==> src/rtl/keypad_scan_ctrl_if.sv <==
// Keypad pin bundle plus debounced key outputs.
// master = scanner side, slave = keypad/consumer side.
interface keypad_scan_ctrl_if #(
   parameter int ROWS = 4,
   parameter int COLS = 3
) ();
   localparam int CODE_W = $clog2(ROWS * COLS);

   logic [ROWS-1:0]   touch_key;
   logic [COLS-1:0]   scan_key;
   logic [CODE_W-1:0] key_code;
   logic              key_down;
   logic              key_valid;
   logic              key_release;

   modport master (
      input  touch_key,
      output scan_key,
      output key_code,
      output key_down,
      output key_valid,
      output key_release
   );

   modport slave (
      output touch_key,
      input  scan_key,
      input  key_code,
      input  key_down,
      input  key_valid,
      input  key_release
   );
endinterface

==> src/rtl/keypad_scan_ctrl.sv <==
// Matrix keypad scanner: column strobe, frame debounce,
// press/release events and optional auto-repeat.
module keypad_scan_ctrl #(
   parameter int COLS          = 3,
   parameter int ROWS          = 4,
   parameter int SCAN_DIV      = 50000,
   parameter int DEB_FRAMES    = 3,
   parameter int REPEAT_FRAMES = 0
) (
   input  logic                 fin,
   input  logic                 rst,
   keypad_scan_ctrl_if.master   kp
);
   localparam int N      = ROWS * COLS;
   localparam int CODE_W = $clog2(N);
   localparam int DW     = $clog2(SCAN_DIV);
   localparam int CW     = $clog2(COLS);
   localparam int SW     = $clog2(DEB_FRAMES + 1);
   localparam int RW     = (REPEAT_FRAMES > 0) ?
                           $clog2(REPEAT_FRAMES + 1) : 1;

   typedef enum logic [1:0] {
      R_NONE,
      R_SINGLE,
      R_MULTI
   } res_e;

   typedef enum logic {
      IDLE,
      HELD
   } state_e;

   logic [DW-1:0]     div_cnt;
   logic [CW-1:0]     col_idx;
   logic [COLS-1:0]   scan_q;
   logic [ROWS-1:0]   row_snap [COLS];
   res_e              cand_kind;
   logic [CODE_W-1:0] cand_code;
   logic [SW-1:0]     stable_cnt;
   logic [RW-1:0]     rep_cnt;
   state_e            state;
   logic [CODE_W-1:0] code_q;
   logic              down_q;
   logic              valid_q;
   logic              rel_q;

   logic              tick;
   logic              frame_end;
   logic [N-1:0]      frame;
   logic [1:0]        hits;
   logic [CODE_W-1:0] res_code;
   res_e              res_kind;
   logic              match;
   logic [SW-1:0]     next_cnt;
   logic              accept;
   logic              same_held;

   assign tick      = (div_cnt == DW'(SCAN_DIV - 1));
   assign frame_end = tick && scan_q[0];

   // Last column is still being driven at frame end: use live rows.
   always_comb begin
      frame = '0;
      for (int c = 0; c < COLS; c++) begin
         for (int r = 0; r < ROWS; r++) begin
            frame[r*COLS+c] = (CW'(c) == col_idx) ?
                              kp.touch_key[ROWS-1-r] :
                              row_snap[c][ROWS-1-r];
         end
      end
   end

   always_comb begin
      hits     = 2'd0;
      res_code = '0;
      for (int i = 0; i < N; i++) begin
         if (frame[i]) begin
            if (hits != 2'd2) hits = hits + 2'd1;
            res_code = CODE_W'(i);
         end
      end
   end

   always_comb begin
      res_kind = R_NONE;
      if (hits == 2'd1) res_kind = R_SINGLE;
      if (hits == 2'd2) res_kind = R_MULTI;
   end

   assign match = (res_kind == cand_kind) &&
                  (res_kind != R_SINGLE || res_code == cand_code);

   always_comb begin
      next_cnt = SW'(1);
      if (match) begin
         next_cnt = (stable_cnt == SW'(DEB_FRAMES)) ?
                    stable_cnt : stable_cnt + SW'(1);
      end
   end

   assign accept = (next_cnt == SW'(DEB_FRAMES)) &&
                   !(match && stable_cnt == SW'(DEB_FRAMES));

   assign same_held = (res_kind == R_SINGLE) && (res_code == code_q);

   always_ff @(posedge fin) begin
      if (rst) begin
         div_cnt    <= '0;
         col_idx    <= '0;
         scan_q     <= {1'b1, {(COLS-1){1'b0}}};
         for (int c = 0; c < COLS; c++) row_snap[c] <= '0;
         cand_kind  <= R_NONE;
         cand_code  <= '0;
         stable_cnt <= '0;
         rep_cnt    <= '0;
         state      <= IDLE;
         code_q     <= '0;
         down_q     <= 1'b0;
         valid_q    <= 1'b0;
         rel_q      <= 1'b0;
      end else begin
         valid_q <= 1'b0;
         rel_q   <= 1'b0;
         div_cnt <= tick ? '0 : div_cnt + DW'(1);
         if (tick) begin
            row_snap[col_idx] <= kp.touch_key;
            col_idx <= (col_idx == CW'(COLS - 1)) ?
                       '0 : col_idx + CW'(1);
            scan_q  <= {scan_q[0], scan_q[COLS-1:1]};
         end
         if (frame_end) begin
            cand_kind  <= res_kind;
            cand_code  <= res_code;
            stable_cnt <= next_cnt;
            unique case (state)
               IDLE: begin
                  if (accept && res_kind == R_SINGLE) begin
                     code_q  <= res_code;
                     down_q  <= 1'b1;
                     valid_q <= 1'b1;
                     rep_cnt <= '0;
                     state   <= HELD;
                  end
               end
               HELD: begin
                  if (accept && res_kind == R_SINGLE) begin
                     if (res_code != code_q) begin
                        code_q  <= res_code;
                        valid_q <= 1'b1;
                     end
                     rep_cnt <= '0;
                  end else if (accept && res_kind == R_NONE) begin
                     down_q <= 1'b0;
                     rel_q  <= 1'b1;
                     state  <= IDLE;
                  end else if (REPEAT_FRAMES > 0 && same_held) begin
                     if (rep_cnt == RW'(REPEAT_FRAMES - 1)) begin
                        rep_cnt <= '0;
                        valid_q <= 1'b1;
                     end else begin
                        rep_cnt <= rep_cnt + RW'(1);
                     end
                  end else begin
                     rep_cnt <= '0;
                  end
               end
            endcase
         end
      end
   end

   assign kp.scan_key    = scan_q;
   assign kp.key_code    = code_q;
   assign kp.key_down    = down_q;
   assign kp.key_valid   = valid_q;
   assign kp.key_release = rel_q;
endmodule

==> src/flat_wrapper.sv <==
// flat-port wrapper written by rule: the top's interface ports become plain ports
module keypad_scan_ctrl_flat 
#(
   parameter int COLS          = 3,
   parameter int ROWS          = 4,
   parameter int SCAN_DIV      = 50000,
   parameter int DEB_FRAMES    = 3,
   parameter int REPEAT_FRAMES = 0
)
  (fin, rst, kp_touch_key, kp_scan_key, kp_key_code, kp_key_down, kp_key_valid, kp_key_release);
  keypad_scan_ctrl_if #(.ROWS(ROWS), .COLS(COLS)) kp_i ();
  input  logic fin;
  input  logic rst;
  input wire logic [$bits(kp_i.touch_key)-1:0] kp_touch_key;
  output wire logic [$bits(kp_i.scan_key)-1:0] kp_scan_key;
  output wire logic [$bits(kp_i.key_code)-1:0] kp_key_code;
  output wire logic [$bits(kp_i.key_down)-1:0] kp_key_down;
  output wire logic [$bits(kp_i.key_valid)-1:0] kp_key_valid;
  output wire logic [$bits(kp_i.key_release)-1:0] kp_key_release;
  assign kp_i.touch_key = kp_touch_key;
  assign kp_scan_key = kp_i.scan_key;
  assign kp_key_code = kp_i.key_code;
  assign kp_key_down = kp_i.key_down;
  assign kp_key_valid = kp_i.key_valid;
  assign kp_key_release = kp_i.key_release;
  keypad_scan_ctrl #(.COLS(COLS), .ROWS(ROWS), .SCAN_DIV(SCAN_DIV), .DEB_FRAMES(DEB_FRAMES), .REPEAT_FRAMES(REPEAT_FRAMES)) u_core (.fin(fin), .rst(rst), .kp(kp_i));
endmodule
==> config.mk <==
export PLATFORM = sky130hd
export DESIGN_NAME = keypad_scan_ctrl_flat
export DESIGN_NICKNAME = d
export VERILOG_FILES = /design/src/rtl/keypad_scan_ctrl_if.sv /design/src/rtl/keypad_scan_ctrl.sv /design/src/flat_wrapper.sv
export SDC_FILE = /design/constraint.sdc
export NUM_CORES = 1
export LEC_CHECK = 0
export ABC_AREA = 1
export CELL_PAD_IN_SITES_DETAIL_PLACEMENT = 1
export CELL_PAD_IN_SITES_GLOBAL_PLACEMENT = 1
export CORE_ASPECT_RATIO = 0.6
export CORE_MARGIN = 4
export CORE_UTILIZATION = 44
export CTS_CLUSTER_DIAMETER = 120
export CTS_CLUSTER_SIZE = 10
export DETAILED_ROUTE_END_ITERATION = 12
export HOLD_SLACK_MARGIN = 0.06
export PLACE_DENSITY_LB_ADDON = 0.2
export SLEW_MARGIN = 15
export SYNTH_ARGS = -nofsm -noshare
export SYNTH_HDL_FRONTEND = slang
export SYNTH_SLANG_ARGS = --single-unit
export TNS_END_PERCENT = 20
==> constraint.sdc <==
create_clock -name fin -period 6 [get_ports fin]
set_clock_uncertainty 0.05 [all_clocks]
set_input_delay 1.2 -clock fin [delete_from_list [all_inputs] [get_ports fin]]
set_output_delay 1.2 -clock fin [all_outputs]
set_load 0.005 [all_outputs]
==> reports/summary.txt <==
Hold_ws = 0.406 ns
First-pass GRT wire length = 18300 um
Number of synthesized flops with an enable pin = 12
CTS buffer count = 5
Routed Antenna Nets = 0
Reg2reg end = u_core.kp.key_code[3]
Leak = 1.90 nW
Core Util, Final = 0.607
Die H = 76.5 um
Die W = 122 um
Area grow syn2layout = 30.9%
Nets = 569
Port Buffers = 15
Register bit total from synthesis = 49
Initial antenna violation count = 0
CP peak stage delay = 0.28 ns
CP arrival = 6.41 ns
Core area = 7420 um2
Routed met1 length = 5550 um
CP Launch Type = primary input
Pre-CTS setup slack = -0.809 ns
Hold Startpoint = u_core.div_cnt[0]
Sink Count = 49
Final Hold Viols = 0
Iter 0 DRT Violations = 215
Delay-heaviest family, CP = simple AND/OR/NAND/NOR gates
Starting Density = 0.464
Hold Crit Endpoint = u_core.div_cnt[0]
Fin crit share = 1.05
Unrepaired setup endpoints after global routing = true
Seq pwr share = 0.342
Reg2reg start = u_core.col_idx[0]
Vias = 3662
# setup viols final = 9
Root Buffer = clkbuf_16
Die area = 9350 um2
CTS tree = built
CP max-delay cell = ha_4
CTS max path bufs = 2
CP max FO = 5
Drt total wl = 12100 um
Post-Syn Area per Cell = 6.85 um2
DRC Markers = 0
CP dominant cell by count = nand2_2
H-tree Lvls = 2
GPL Wtd Cong = 0.845
Row count = 24
Hold Path Class = reg -> reg
Worst reg2reg setup slack = -0.13 ns
Most common flop cell mapped by yosys = dfxtp_1
Fmax = 159 MHz
Switching portion of total power = 0.333
Grt total ovfl = 0
DR top layer = met4
Max IR drop VDD = 0.000160 V
Cell Int Power = 0.673 mW
CTS clock-pin slew for the worst setup and hold paths = 0.07 ns
CP required = 6.13 ns
Largest net degree at the start of global routing = 17
Syn Inst Count = 502
Synth warn = 0
Wirelength per Cell = 18.3 um
Ys async rst share = 0
Slew headroom = 0.610
FF-to-FF path depth = 43
Metal3 WL = 394 um
Number of global-route vias before repair = 3700
CP Buf/Inv Count = 5
Diodes inserted = 0
DR pass1 iterations = 4
HPWL after DPL = 7840 um
Met2 routed WL = 5830 um
Tmin final = 6.28 ns
Net switching power = 0.337 mW
Cell variety after synth = 45
Worst-Margin Slew = 0.581 ns
Sequential share of the synthesized area = 0.320
Comb pwr share = 0.343
Layout cell share with drive strength beyond 1 = 0.331
Setup crit end kind = flop
Syn nets = 516
CP Launch Point = kp_touch_key[3]
Failing checks = setup timing
Total GRT Usage = 0.239
PD cells = 224 nW/um2
Worst Hold Depth = 1
Clk pwr share = 0.315
Vias/cell = 5.55
Fin. max-slew vios = 0
Num ports = 16
Worst-Skew Late Latency = 0.29 ns
Status = complete, but fails checks
Hold buffer count at cts = 0
MaxCap Viol Count = 0
Crit Path Category = in -> reg
Synthesized area = 3440 um2
Worst setup margin = -0.279 ns
==> cells in the mapped netlist, types with 5 or more instances <==
library cell    n  area [um2]
nand3_1        37         185
ha_1            8         100
nand2_2        27         169
o21a_1          5        37.5
o21ai_1         8        40.0
dfxtp_1        37         741
nand2_1       117         439
o21ai_2         7        61.3
edfxtp_1       12         360
inv_1          62         233
nand4_1        10        62.6
nand3_2        12         120
nor2_1         51         191
a21oi_1        25         125
inv_2          10        37.5
nor3_1          8        40.0
o21ai_0        18        90.1
==> metal layers <==
layer  up-vias  global-route usage
li1       1755                   -
met1      1804               0.314
met2        72               0.405
met3        31              0.0460
met4         0              0.0570
met5         -                   0
==> worst register-to-register path: cells and delay by family, from the launching register on <==
kind                     cells  cell delay (ns)
AO/OA/AOI/OAI               10             1.54
XOR/XNOR                     1             0.15
adder cells (fa/ha/maj)      3             0.55
buffers and inverters        6             0.54
flip-flops                   1             0.39
AND/OR/NAND/NOR             23             2.81
==> kinds of logic (layout without fill, tap and decap cells) <==
| logic type | after synthesis | count (layout) | synth area share |
|---|---|---|---|
| and+or+nand+nor | 284 | 284 | 0.409 |
| adders and majority gates | 8 | 8 | 0.0291 |
| buffers and inverters | 79 | 133 | 0.0891 |
| AOI/OAI and AO/OA | 76 | 76 | 0.138 |
| xor gates and xnor gates | 6 | 6 | 0.0153 |
| DFF | 49 | 49 | 0.320 |
==> power by group through the flow <==
stage	combinational [mW]	clock [mW]	sequential, mW
finish	0.346	0.318	0.345
global placement	0.229	0	0.353
CTS	0.291	0.322	0.346
detailed placement	0.242	0	0.353
global route	0.373	0.339	0.346
floorplan	0.171	0	0.352
==> worst max path at each step <==
stage	to	slack, ns	depth (start not counted)
3_3_place_gp	u_core.kp.key_code[1]	-0.35	43
4_1_cts	u_core.kp.key_code[1]	-0.004	44
2_1_floorplan	u_core.kp.key_code[0]	0.42	42
6_report	u_core.kp.key_code[3]	-0.28	43
3_5_place_dp	u_core.kp.key_code[1]	-0.81	43
5_1_grt	u_core.kp.key_code[1]	-0.60	45
==> placed cells by master (no fill, tap or decap), types with 4 or more instances in the layout <==
cell type | synthesis | final
nand4_1 | 10 | 10
dfxtp_1 | 37 | 36
nor2_1 | 51 | 47
o21ai_2 | 7 | 7
o21a_1 | 5 | 4
clkbuf_16 | 0 | 5
nand3_4 | 1 | 8
inv_2 | 10 | 18
o21ai_0 | 18 | 15
o21ai_1 | 8 | 7
ha_1 | 8 | 4
clkdlybuf4s50_1 | 0 | 13
a21oi_2 | 1 | 4
nand3_1 | 37 | 27
or2_2 | 4 | 4
edfxtp_1 | 12 | 12
nand2_1 | 117 | 91
inv_1 | 62 | 52
nand2_2 | 27 | 43
nor3_1 | 8 | 8
buf_4 | 0 | 34
nor2_2 | 1 | 4
a21oi_1 | 25 | 22
nand3_2 | 12 | 15
nand2_4 | 4 | 14
o21ai_4 | 1 | 5
==> final cells by class <==
class	count	area [um2]
Clock buffer	5	125
Clock inverter	3	41.3
Fill cell	953	2910
Inverter	75	292
Multi-Input combinational cell	374	2390
Sequential cell	49	1100
Tap cell	104	130
Timing Repair Buffer	50	420
==> what timing repair did <==
action,CTS,global route
buffers inserted,11,8
endpoints found under the setup margin,10,9
resized for setup,59,47
pin swaps,43,44
==> registers in the layout, summed over array words and instances (netlist names), 2 cells and up <==
| name | flops |
|---|---|
| u_core.cand_kind | 2 |
| u_core.div_cnt | 16 |
| u_core.row_snap | 12 |
| u_core.kp.scan_key | 3 |
| u_core.stable_cnt | 2 |
| u_core.kp.key_code | 4 |
| u_core.cand_code | 4 |
| u_core.col_idx | 2 |
==> metrics by stage <==
| step | power (mW) | TNS [ns] | std cells | instance area (um2) |
|---|---|---|---|---|
| 2_1_floorplan | 0.524 | 0 | 502 | 3440 |
| 3_3_place_gp | 0.582 | -2.21 | 633 | 3820 |
| 3_5_place_dp | 0.595 | -6.67 | 633 | 3820 |
| 4_1_cts | 0.959 | -0.00432 | 652 | 4250 |
| 5_1_grt | 1.06 | -4.70 | 660 | 4500 |
| 6_report | 1.01 | -1.69 | 660 | 4500 |
(Power assumes the default switching activity.)
